==> config.mk <==
export PLATFORM = sky130hd
export DESIGN_NAME = shifter_left_sequential
export DESIGN_NICKNAME = d
export VERILOG_FILES = /design/src/rtl/shifter_left_sequential.sv
export SDC_FILE = /design/constraint.sdc
export NUM_CORES = 1
export LEC_CHECK = 0
export ABC_CLOCK_PERIOD_IN_PS = 1400
export CORE_MARGIN = 5
export CORE_UTILIZATION = 37
export DETAILED_ROUTE_END_ITERATION = 8
export PLACE_DENSITY = 0.79
export SLEW_MARGIN = 10
export SYNTH_ARGS = -nofsm -noshare
export SYNTH_HDL_FRONTEND = slang
export SYNTH_SLANG_ARGS = --single-unit
==> constraint.sdc <==
create_clock -name clock -period 1.4 [get_ports clock]
set_input_delay 0.28 -clock clock [delete_from_list [all_inputs] [get_ports clock]]
set_output_delay 0.28 -clock clock [all_outputs]
set_load 0.02 [all_outputs]
==> src/rtl/shifter_left_sequential.sv <==
// Multi-cycle left shifter: one bit per clock, with a fast path for zero shifts
// and for shifts of WIDTH or more. One request is in flight at a time.
module shifter_left_sequential #(
    parameter int unsigned WIDTH       = 8,
    parameter int unsigned SHIFT_WIDTH = 4,
    parameter logic [0:0]  PAD_VALUE   = 1'b0
) (
    input  logic                   clock,
    input  logic                   resetn,
    input  logic                   input_valid,
    output logic                   input_ready,
    input  logic [WIDTH-1:0]       input_data,
    input  logic [SHIFT_WIDTH-1:0] input_shift,
    output logic                   output_valid,
    input  logic                   output_ready,
    output logic [WIDTH-1:0]       output_data,
    output logic                   busy
);

    // Sized from WIDTH only, so it always holds WIDTH-1 whatever SHIFT_WIDTH is.
    localparam int unsigned COUNT_WIDTH = (WIDTH > 2) ? $clog2(WIDTH) : 1;

    typedef enum logic [1:0] {
        StIdle,
        StShifting,
        StDone
    } state_t;

    state_t                 state_q;
    logic [WIDTH-1:0]       data_q;
    logic [COUNT_WIDTH-1:0] count_q;
    logic [31:0]            shift_ext;

    assign shift_ext = 32'(input_shift);

    always_ff @(posedge clock or negedge resetn) begin
        if (!resetn) begin
            state_q <= StIdle;
            data_q  <= '0;
            count_q <= '0;
        end else begin
            unique case (state_q)
                StIdle: begin
                    if (input_valid) begin
                        if (shift_ext == 32'd0) begin
                            data_q  <= input_data;
                            state_q <= StDone;
                        end else if (shift_ext >= WIDTH) begin
                            data_q  <= {WIDTH{PAD_VALUE[0]}};
                            state_q <= StDone;
                        end else begin
                            data_q  <= input_data;
                            count_q <= COUNT_WIDTH'(shift_ext);
                            state_q <= StShifting;
                        end
                    end
                end
                StShifting: begin
                    data_q  <= {data_q[WIDTH-2:0], PAD_VALUE[0]};
                    count_q <= count_q - COUNT_WIDTH'(1);
                    if (count_q == COUNT_WIDTH'(1)) begin
                        state_q <= StDone;
                    end
                end
                StDone: begin
                    if (output_ready) begin
                        state_q <= StIdle;
                    end
                end
                default: state_q <= StIdle;
            endcase
        end
    end

    assign input_ready  = (state_q == StIdle);
    assign output_valid = (state_q == StDone);
    assign busy         = (state_q != StIdle);
    assign output_data  = data_q;

endmodule

* Yosys cells after proc, flatten, opt, wreduce, memory -nomap -nowiden
Cells that the tools add are included.
Word-level totals: register bits 13, bits of input ports 16, output and inout bits 11, logic and storage cells 34
Operators by class: add/subtract/negate cells 1, magnitude comparators 1, equal/unequal tests 8, muxes and demuxes 14, reduce and logical (&&, ||, !) cells 7
Operator list (number):
- 32-bit zero test | 1
- 8-bit 2-to-1 mux | 3
- 8-bit case mux with 2 select lines | 1
- 2-bit 2-to-1 mux | 5
- 3-bit 2-to-1 mux | 3
- 2-bit inequality test (second input constant) | 4
- 2-bit case mux with 3 select lines | 1
- 3-bit case mux with 2 select lines | 1
- 4-bit greater-or-equal comparator (second input constant) | 1
- 4-bit AND reduction | 1
- 2-bit nonzero test | 2
- 3-bit by 1-bit == test with 1-bit output (second input constant) | 1
- 3-bit AND reduction | 1
- 3-bit by 1-bit subtractor with 3-bit output (second input constant) | 1
- 2-bit by 1-bit == test with 1-bit output (second input constant) | 1
- 2-bit == test (second input constant) | 1
- 2-bit zero test | 1
- 2-bit by 1-bit inequality test with 1-bit output (second input constant) | 1
- 2-bit AND reduction | 1

* Depth between registers and ports, before layout
Gate-level depths: netlist of run 1.
depth in word-level cells 5, gate-level depth with buffers 5

* Worst setup path after synthesis of run 1
OpenSTA, ideal clock, no wires.
kind register to register, start register state_q[0], end register count_q[0], setup time 0.087 ns, arrival time 1.234 ns, required time 1.313 ns, slack 0.080 ns, stages on the path, launching flop included 6, period minus slack after synthesis 1.320 ns, cells stage by stage dfrtp_1 buf_4 or2_1 inv_1 nand4_1 o211ai_1
On the way: cells in the longest elaborated chain, start to end 3, elaborated cells between the ends (all ways) 8, those cells by class 4 x eq/ne; 1 x mux; 3 x reduce/logical
Ends and longest elaborated chain:
- start: declaration | RTL line 29 | state_t state_q;
- start signal: assignment | RTL line 38 | state_q <= StIdle;
- start signal: assignment | RTL line 47 | state_q <= StDone;
- start signal: assignment | RTL line 50 | state_q <= StDone;
- 2-bit zero test *
- named net input_ready | RTL line 11 | output logic input_ready,
- 2-bit inequality test (no line) / 2-bit nonzero test (equally long branches)
- 4-bit AND reduction (no line)
- end signal: assignment | RTL line 53 | count_q <= COUNT_WIDTH'(shift_ext);
- end signal: assignment | RTL line 60 | count_q <= count_q - COUNT_WIDTH'(1);
- end: declaration | RTL line 31 | logic [COUNT_WIDTH-1:0] count_q;
Mark *: on every way through the listed nets, which the timed path passes. The rest lies on a longest branch. A chain may end at the register's enable or synchronous reset.

* Final worst setup path of run 1
start register state_q[1], end output input_ready
On the way: cells in the longest elaborated chain, start to end 1
Ends and longest elaborated chain:
- 2-bit zero test | RTL line 75 | assign input_ready = (state_q == StIdle);
- end: declaration | RTL line 11
Every way passes these cells.

==> metrics.md, run 1 <==
| Metric | Value |
|---|---|
| R2R setup slack | 100 ps |
| Initial Utilization | 38.3% |
| GR Overflow Total | 0 |
| Crit path DAT | 1110 ps |
| Relative slew slack | 77.2% |
| Top-count cell post-synth | dfrtp_1 |
| Least-Margin Pin Slew | 339 ps |
| Row cnt | 16 |
| Largest net degree at the start of global routing | 19 |
| Clock net sink count | 13 |
| # fillers | 184 |
| Clk pwr share | 10.1% |
| Count of cell types in the netlist | 26 |
| Crit path max fanout | 3 |
| Met1 wire length | 794 um |
| Area occupied by multi-input gates | 389 um2 |
| Clock root buffer | clkbuf_4 |
| Synth Net Count | 93 |
| Post-synth top area share | 43.7% |
| Metal3 WL | 147 um |
| Setup repair bufs after CTS | 0 |
| Sequential share of the synthesized area | 43.7% |
| Vias in the first global route | 738 |
| Ys flop type | dfrtp_1 |
| Setup violators final | 0 |
| CP Launch Type | register |
| Clock latency on the worst-skew pair | 270 ps |
| First-pass GRT wire length | 3140 um |
| Htree depth | 1 |
| Sw Ratio | 42.1% |
| Unrepaired setup endpoints after global routing | yes |
| DRC Markers | 0 |
| Syn_area_per_cell | 9.93 um2 |
| Mapped Area | 744 um2 |
| Initial antenna violation count | 0 |
| WHS | 315 ps |
| Synthesized instance count | 75 |
| Cell taking the most area after synthesis | dfrtp_1 |
| ANT cells | 0 |
| Reg2reg path depth | 4 |
| Reg area | 325 um2 |
| HPWL Detailed | 1440 um |
| Final Max Slew Viols | 0 |
| Fraction of registers with async set/reset | 100% |
| Worst path required time | 1120 ps |
| CTS Buf Count | 3 |
| Leakage power | 0.000524 uW |
| Fraction of layout cells with a size suffix above 1 | 22.3% |
| P&R area growth vs syn | 52.8% |
| Setup tns final | 0 ps |
| Post-synth top cells | dfrtp_1, o21ai_0, a32oi_1, nand2_1, inv_1 |
| Period Utilization, post-route | 99.1% |
| Met2 wire len | 933 um |
| Cell area power density | 1970 mW/mm2 |
| Final min period | 1390 ps |
| Max Cap Viol | 0 |
| WL/cell | 13.5 um |
| Final wirelength | 1880 um |
| Worst Setup SP | state_q[1]$_DFFE_PN0P_ |
| Drt first pass iters | 4 |
| EDFF count, synth | 0 |
| Die height | 54.9 um |
| First DRT Iteration DRCs | 2 |
| Status | finished clean |
| Hold Fails Final Rpt | 0 |
| GPL Wtd Cong | 0.798 |
| Gate power share | 60.6% |
| Internal power | 1300 uW |
| Layout net count | 131 |
| Die Wd | 54.9 um |
| Seq pwr share | 29.4% |
| Min-Delay Path Class | primary input to asynchronous set/reset pin |
| Clock skew | 1.92 ps |
| Worst VDD drop | 1380 uV |
| Vias/cell | 5.17 |
| Top post-synthesis cells by area | dfrtp_1, a32oi_1, o21ai_0, nand2_1, inv_1 |
| CP endpoint kind | output port |
| Die area | 0.00301 mm2 |
| Crit path to | input_ready |
| Clock tree buffer depth | 2 |
| Clock transition at path regs | 80 ps |
| YS warnings | 0 |
| Remaining antenna violation count after routing | 0 |
| CTS tree | yes |
| Seq cells post-synth | 13 |
| I/O Buffers | 26 |
| Max Used Layer | met3 |
| Core area | 0.00194 mm2 |
| Critical setup path kind | register to output port |
| RR Endpoint | count_q[1]$_DFFE_PN0P_ |
| Switching power | 944 uW |
| I/O Pins | 27 |
| R2R Path Start | state_q[0]$_DFFE_PN0P_ |
| Vias | 719 |
| FMAX | 721 MHz |
| Total track usage | 14.5% |
-- metrics by stage --
step | power [uW] | instance area (um2) | std cells | utilization, % | worst slack [ps]
CTS | 2170 | 1110 | 139 | 57.2 | -57.1
detailed placement | 2030 | 1110 | 135 | 57.1 | -190
floorplan | 1450 | 744 | 75 | - | 79.5
finish | 2240 | 1140 | 139 | 58.6 | 12.6
global placement | 1990 | 1110 | 135 | 57.1 | -167
global route | 2440 | 1140 | 139 | 58.6 | -40.2
-- power groups by stage --
stage / sequential, uW / combinational, uW / clock (uW)
2_1_floorplan: 726 / 725 / 0
3_3_place_gp: 644 / 1350 / 0
3_5_place_dp: 662 / 1370 / 0
4_1_cts: 653 / 1280 / 234
5_1_grt: 683 / 1500 / 253
6_report: 658 / 1360 / 226
-- sequential cells by signal, indices dropped and copies added (netlist names) --
signal       flops
count_q          3
output_data      8
state_q          2
-- logic make-up after synthesis --
kind of cell,Yosys count,synth area share (%)
AOI/OAI and AO/OA,27,27.1
and+or+nand+nor,21,17.6
DFF,13,43.7
buffers and inverters,11,6.89
adders and majority gates,2,3.36
muxes,1,1.34
-- final cells by class --
| type | count | share of cell area [%] |
|---|---|---|
| clock buffers | 4 | 2.31 |
| inverters | 7 | 2.31 |
| repair buffers | 37 | 29.6 |
| multi-input cells | 51 | 34.2 |
| flip-flops and latches | 13 | 28.6 |
| well taps | 27 | 2.97 |
-- metal layers --
layer / vias to the layer above / GRT usage [%]
li1: 357 / -
met1: 338 / 16.4
met2: 24 / 26.4
met3: 0 / 3.27
met4: 0 / 4.98
met5: - / 0
-- worst min-delay path by stage --
stage                                from                    endpoint  slack [ps]  cells after the start
4_1_cts                            resetn  output_data[7]$_DFFE_PN0P_         320                      2
6_report                           resetn  output_data[4]$_DFFE_PN0P_         310                      2
2_1_floorplan                      resetn      count_q[0]$_DFFE_PN0P_         -20                      0
3_3_place_gp   output_data[7]$_DFFE_PN0P_  output_data[7]$_DFFE_PN0P_         460                      2
3_5_place_dp   output_data[7]$_DFFE_PN0P_  output_data[7]$_DFFE_PN0P_         470                      2
5_1_grt                            resetn  output_data[5]$_DFFE_PN0P_         320                      2
-- cell usage in the layout (no fill, tap or decap), types with 2 or more instances in the layout --
cell type and count:
a32oi_1 8, buf_2 2, buf_4 10, clkbuf_4 3, clkdlybuf4s50_1 15, dfrtp_1 13
dlygate4sd2_1 8, ha_1 2, inv_1 6, nand2_1 8, nand2b_1 3, nor2b_1 2
o211ai_1 3, o21ai_0 9
-- critical path, stage by stage, from the launching register on --
cell     delay [ps]
dfrtp_1         400
or2_4           270
inv_2            60
buf_6           110
-- what timing repair did --
item,in CTS,in global routing
hold buffers,0,0
resized for setup,20,8
pin swaps,0,1
cloned,0,0
endpoints found under the setup margin,11,6
Note: power is estimated with default switching activity, not from simulation.
==> inputs of run 2 (changes only) <==
- ABC_CLOCK_PERIOD_IN_PS: 1400 -> 1430
- MAX_ROUTING_LAYER: not set -> met4
- clock period: 1.4 -> 1.43 ns (I/O delays scaled with it)
==> metrics.md, run 2 (same netlist as run 1, synthesis figures left out) <==
| Metric | Value |
|---|---|
| Status | finished clean |
| Sw Ratio | 42.2% (+0.13 points) |
| Critical setup path kind | register to output port |
| I/O Buffers | 26 (unchanged) |
| GPL Wtd Cong | 0.809 (+1.4%) |
| Commonest non-fill, non-tap cell in the layout | clkdlybuf4s50_1 |
| Clock root buffer | clkbuf_4 |
| Worst VDD drop | 1300 uV (-5.9%) |
| Die Wd | 54.9 um (unchanged) |
| RR Endpoint | count_q[1]$_DFFE_PN0P_ |
| Seq pwr share | 29.6% (+0.2 points) |
| Relative slew slack | 77.3% (about the same) |
| CTS Hold Buffers Added | 0 (unchanged) |
| Period Utilization, post-route | 97.5% |
| Reg2reg path depth | 4 (unchanged) |
| Cell area power density | 1930 mW/mm2 (-2.3%) |
| I/O Pins | 27 (unchanged) |
| Final min period | 1390 ps |
| Reg area | 325 um2 (unchanged) |
| Vias/cell | 5.10 (-1.4%) |
| Layout net count | 131 (unchanged) |
| Total track usage | 14.9% (+0.41 points) |
| GR peak layer | met2 |
| Worst Setup SP | state_q[1]$_DFFE_PN0P_ |
| Clk pwr share | 10.3% (+0.2 points) |
| First DRT Iteration DRCs | 2 (unchanged) |
| Gate power share | 60.1% (-0.5 points) |
| Vias | 709 (-1.4%) |
| Core area | 0.00194 mm2 (unchanged) |
| Initial Utilization | 38.3% (unchanged) |
| Min-Delay Path Class | primary input to asynchronous set/reset pin |
| Row cnt | 16 (unchanged) |
| Final Max Slew Viols | 0 (unchanged) |
| Design area | 0.00113 mm2 (-0.99%) |
| Fraction of layout cells with a size suffix above 1 | 21.4% (-0.89 points) |
| Switching power | 916 uW (-3.0%) |
| Initial antenna violation count | 0 (unchanged) |
| Max Cap Viol | 0 (unchanged) |
| CP endpoint kind | output port |
| Final wirelength | 1890 um (+0.53%) |
| Drt first pass iters | 3 (-1) |
| Hold Fails Final Rpt | 0 (unchanged) |
| Die height | 54.9 um (unchanged) |
| First-pass GRT wire length | 3140 um (unchanged) |
| Unrepaired setup endpoints after global routing | yes |
| Grt met3 use | 2.72% (-0.54 points) |
| Largest register FFs | 8 (unchanged) |
| ANT cells | 0 (unchanged) |
| Placed Area | 0.00111 mm2 (unchanged) |
| Met1 GRT Util | 16.7% (+0.33 points) |
| Htree depth | 1 (unchanged) |
| Worst path required time | 1140 ps (+20 ps) |
| Leakage power | 0.000520 uW (-0.67%) |
| Global-route track usage on met2 | 26.4% (unchanged) |
| Die area | 0.00301 mm2 (unchanged) |
| FMAX | 717 MHz |
| WL/cell | 13.6 um (+0.53%) |
| Internal power | 1250 uW (-3.5%) |
| Clock tree buffer depth | 2 (unchanged) |
| # fillers | 189 (+2.7%) |
| Clock net sink count | 13 (unchanged) |
| Area occupied by multi-input gates | 378 um2 (-2.9%) |
| CTS tree | yes |
| Clock transition at path regs | 80 ps (about the same) |
| CP Launch Type | register |
| CTS Buf Count | 3 (unchanged) |
| Core Util, Final | 58.0% (-0.58 points) |
| P&R area growth vs syn | 51.3% |
| Largest net degree at the start of global routing | 19 (unchanged) |
| Setup repair bufs after CTS | 0 (unchanged) |
| Clock latency on the worst-skew pair | 270 ps (about the same) |
| Most frequent cells in the layout | clkdlybuf4s50_1, dfrtp_1, buf_4, o21ai_0 |
| Clock skew | 2.26 ps (+0.343 ps) |
| Remaining antenna violation count after routing | 0 (unchanged) |
| HPWL Detailed | 1440 um (unchanged) |
| GR Overflow Total | 0 (unchanged) |
| DRC Markers | 0 (unchanged) |
| Vias in the first global route | 737 (-0.14%) |
| R2R Path Start | state_q[0]$_DFFE_PN0P_ |
| Least-Margin Pin Slew | 337 ps (-2.68 ps) |
| Crit path max fanout | 3 (unchanged) |
| Crit path DAT | 1110 ps (about the same) |
| Setup violators final | 0 (unchanged) |
| R2R setup slack | 130 ps (+30 ps) |
[run 2: power groups by stage]
stage               clock (uW)  combinational [uW]  sequential, uW
floorplan                    0                 709             711
global placement             0                1320             631
detailed placement           0                1340             648
CTS                        229                1260             639
global route               248                1450             666
finish                     224                1300             641
[run 2: repair_timing]
item	4_1_cts	5_1_grt
gates resized for setup	19	7
pin swaps	0	1
setup endpoints to repair	11	5
[run 2: worst max path at each step]
stage / to / slack (ps) / cells past startpoint
CTS: input_ready / -30 / 3
global route: input_ready / -10 / 3
global placement: input_ready / -140 / 3
floorplan: count_q[0]$_DFFE_PN0P_ / 110 / 5
finish: input_ready / 40 / 3
detailed placement: state_q[0]$_DFFE_PN0P_ / -170 / 4
[run 2: layout make-up]
type | count | area share [%]
inverters | 7 | 2.33
multi-input cells | 51 | 33.6
well taps | 27 | 3.00
flip-flops and latches | 13 | 28.9
clock buffers | 4 | 2.33
repair buffers | 37 | 29.9
[run 2: critical path, stage by stage, from the launching register on]
cell	delay (ps)
dfrtp_1	400
or2_4	270
inv_2	60
buf_6	110
[run 2: per-layer routing]
metal,share of wire [%],vias up
met2,49,24
met3,7.2,0
li1,-,359
met1,44,326
met4,0,0
met5,0,-
[run 2: per-stage QoR]
stage / hold slack [ps] / total power, uW / setup TNS, ps / worst slack, ps / cells
after floorplan: -9.59 / 1420 / 0 / 110 / 75
after global placement: 462 / 1950 / -554 / -143 / 135
after detailed placement: 470 / 1990 / -718 / -166 / 135
after CTS: 322 / 2130 / -33.1 / -33.1 / 139
after global routing: 325 / 2360 / -12.2 / -12.2 / 139
final: 319 / 2170 / 0 / 35.3 / 139
==> inputs of run 3 (changes only) <==
- CORE_ASPECT_RATIO: not set -> 0.9
- SLEW_MARGIN: 10 -> 20
==> metrics.md, run 3 (same netlist as run 1, synthesis figures left out) <==
| Metric | Value |
|---|---|
| Status | finished clean |
| Least-Margin Pin Slew | 313 ps (-23.1 ps) |
| CTS Hold Buffers Added | 0 (unchanged) |
| Max Cap Viol | 0 (unchanged) |
| Vias in the first global route | 725 (-1.6%) |
| Total power | 2120 uW (-2.1%) |
| Critical setup path kind | register to output port |
| First-pass GRT wire length | 3390 um (+7.9%) |
| Period Utilization, post-route | 96.9% (-0.63 points) |
| Worst path required time | 1140 ps (about the same) |
| Final wirelength | 1900 um (+1.0%) |
| Largest net degree at the start of global routing | 19 (unchanged) |
| Layout net count | 131 (unchanged) |
| First DRT Iteration DRCs | 3 (+1) |
| Clock root buffer | clkbuf_4 |
| Reg area | 325 um2 (unchanged) |
| GPL Wtd Cong | 0.797 (-1.5%) |
| Hold Fails Final Rpt | 0 (unchanged) |
| DRC Markers | 0 (unchanged) |
| Worst Setup SP | state_q[1]$_DFFE_PN0P_ |
| Max incr delay on CP | 390 ps (about the same) |
| CTS Buf Count | 3 (unchanged) |
| Most frequent cells in the layout | clkdlybuf4s50_1, dfrtp_1, buf_4, o21ai_0 |
| Clock transition at path regs | 90 ps (about the same) |
| R2R Path Start | count_q[0]$_DFFE_PN0P_ |
| Unrepaired setup endpoints after global routing | yes |
| WL/cell | 13.9 um (+2.5%) |
| Leakage power | 0.000518 uW (-0.52%) |
| I/O Buffers | 26 (unchanged) |
| Post-Place Cells | 133 (-1.5%) |
| GR Overflow Total | 0 (unchanged) |
| Core area | 0.00191 mm2 (-1.4%) |
| Switching power | 904 uW (-1.3%) |
| # fillers | 186 (-1.6%) |
| Clk pwr share | 10.7% (+0.4 points) |
| Fraction of layout cells with a size suffix above 1 | 19.6% (-1.8 points) |
| Die area | 0.00301 mm2 (about the same) |
| Die height | 52.6 um (-4.2%) |
| FMAX | 722 MHz (+0.65%) |
| Initial antenna violation count | 0 (unchanged) |
| HPWL Detailed | 1490 um (+3.1%) |
| Crit path max fanout | 3 (unchanged) |
| Htree depth | 1 (unchanged) |
| Vias | 711 (+0.28%) |
| Core Util, Final | 58.3% (+0.31 points) |
| Slowest-stage cell, CP | dfrtp_1 |
| Drt first pass iters | 4 (+1) |
| Internal power | 1220 uW (-2.7%) |
| Initial Utilization | 38.9% (+0.55 points) |
| Seq pwr share | 29.9% (+0.3 points) |
| Worst VDD drop | 1280 uV (-1.0%) |
| Setup violators final | 0 (unchanged) |
| Sw Ratio | 42.6% (+0.35 points) |
| Relative slew slack | 78.9% (+1.7 points) |
| Total track usage | 14.9% (about the same) |
| Clock skew | 10.2 ps (+7.95 ps) |
| Finished Layout Cells | 137 (-1.4%) |
| Largest register FFs | 8 (unchanged) |
| CTS tree | yes |
| CP endpoint kind | output port |
| Vias/cell | 5.19 (+1.7%) |
| Area occupied by multi-input gates | 370 um2 (-2.0%) |
| Gate power share | 59.4% (-0.7 points) |
| Final min period | 1390 ps (-8.99 ps) |
| Clock tree buffer depth | 2 (unchanged) |
| Commonest non-fill, non-tap cell in the layout | clkdlybuf4s50_1 |
| CP Launch Type | register |
| ANT cells | 0 (unchanged) |
| Remaining antenna violation count after routing | 0 (unchanged) |
| Setup repair bufs after CTS | 0 (unchanged) |
| Clock net sink count | 13 (unchanged) |
| P&R area growth vs syn | 49.9% |
| Row cnt | 15 (-1) |
| Crit path cell chain | or2_1 -> inv_2 -> buf_6 |
| Clock latency on the worst-skew pair | 270 ps (about the same) |
| Cell area power density | 1900 mW/mm2 (-1.2%) |
| Crit path DAT | 1100 ps (about the same) |
| I/O Pins | 27 (unchanged) |
| Final Max Slew Viols | 0 (unchanged) |
| Min-Delay Path Class | primary input to asynchronous set/reset pin |
| Die Wd | 57.3 um (+4.4%) |
[run 3: cell counts in the layout (fill, tap and decap cells not counted)]
No cell type changed its count.
[run 3: critical path: cells and delay by family (launching register included)]
family | cells | cell delay [ps]
and+or+nand+nor | 1 | 260
buffers and inverters | 2 | 180
DFF | 1 | 390
[run 3: routing by layer]
| metal | vias to the layer above | share of wire, % | GRT usage (%) |
|---|---|---|---|
| li1 | 353 | - | - |
| met1 | 332 | 44 | 17.5 |
| met2 | 24 | 48 | 24.9 |
| met3 | 2 | 7.8 | 4.43 |
| met4 | 0 | 0.42 | 4.63 |
| met5 | - | 0 | - |
[run 3: power by group through the flow]
stage	clock network [uW]	logic (uW)	registers, uW
2_1_floorplan	0	709	711
3_3_place_gp	0	1300	631
3_5_place_dp	0	1330	646
4_1_cts	235	1270	636
5_1_grt	256	1400	659
6_report	228	1260	634
[run 3: per-stage QoR]
step / setup WS (ps) / area, um2 / TNS [ps] / hold slack, ps
after floorplan: 110 / 744 / 0 / -9.59
after global placement: -142 / 1110 / -488 / 465
after detailed placement: -158 / 1110 / -680 / 494
after CTS: 4.98 / 1120 / 0 / 316
after global routing: -27.2 / 1120 / -29.4 / 324
final: 44.3 / 1120 / 0 / 317
[run 3: path summary, 6_finish.rpt]
kind	endpoint	slack, ps	cells after the start
hold reg to reg	output_data[7]$_DFFE_PN0P_	500	2
hold / removal	output_data[4]$_DFFE_PN0P_	320	2
setup / recovery	input_ready	40	3
setup reg to reg	count_q[2]$_DFFE_PN0P_	110	5
max in group asynchronous	count_q[0]$_DFFE_PN0P_	940	2
min in group clock	output_data[7]$_DFFE_PN0P_	500	2
[run 3: layout make-up]
class                           instances  share of cell area, %
Multi-Input combinational cell         51                   33.2
Tap cell                               25                   2.80
Sequential cell                        13                   29.1
Inverter                                7                   2.35
Timing Repair Buffer                   37                   30.2
Clock buffer                            4                   2.35
[run 3: timing repair]
| item | in CTS | in global routing |
|---|---|---|
| endpoints found under the setup margin | 11 | 3 |
| resized for setup | 21 | 3 |
| gates cloned | 0 | 0 |
| pin swaps | 1 | 0 |
| endpoints found under the hold margin | 0 | 0 |
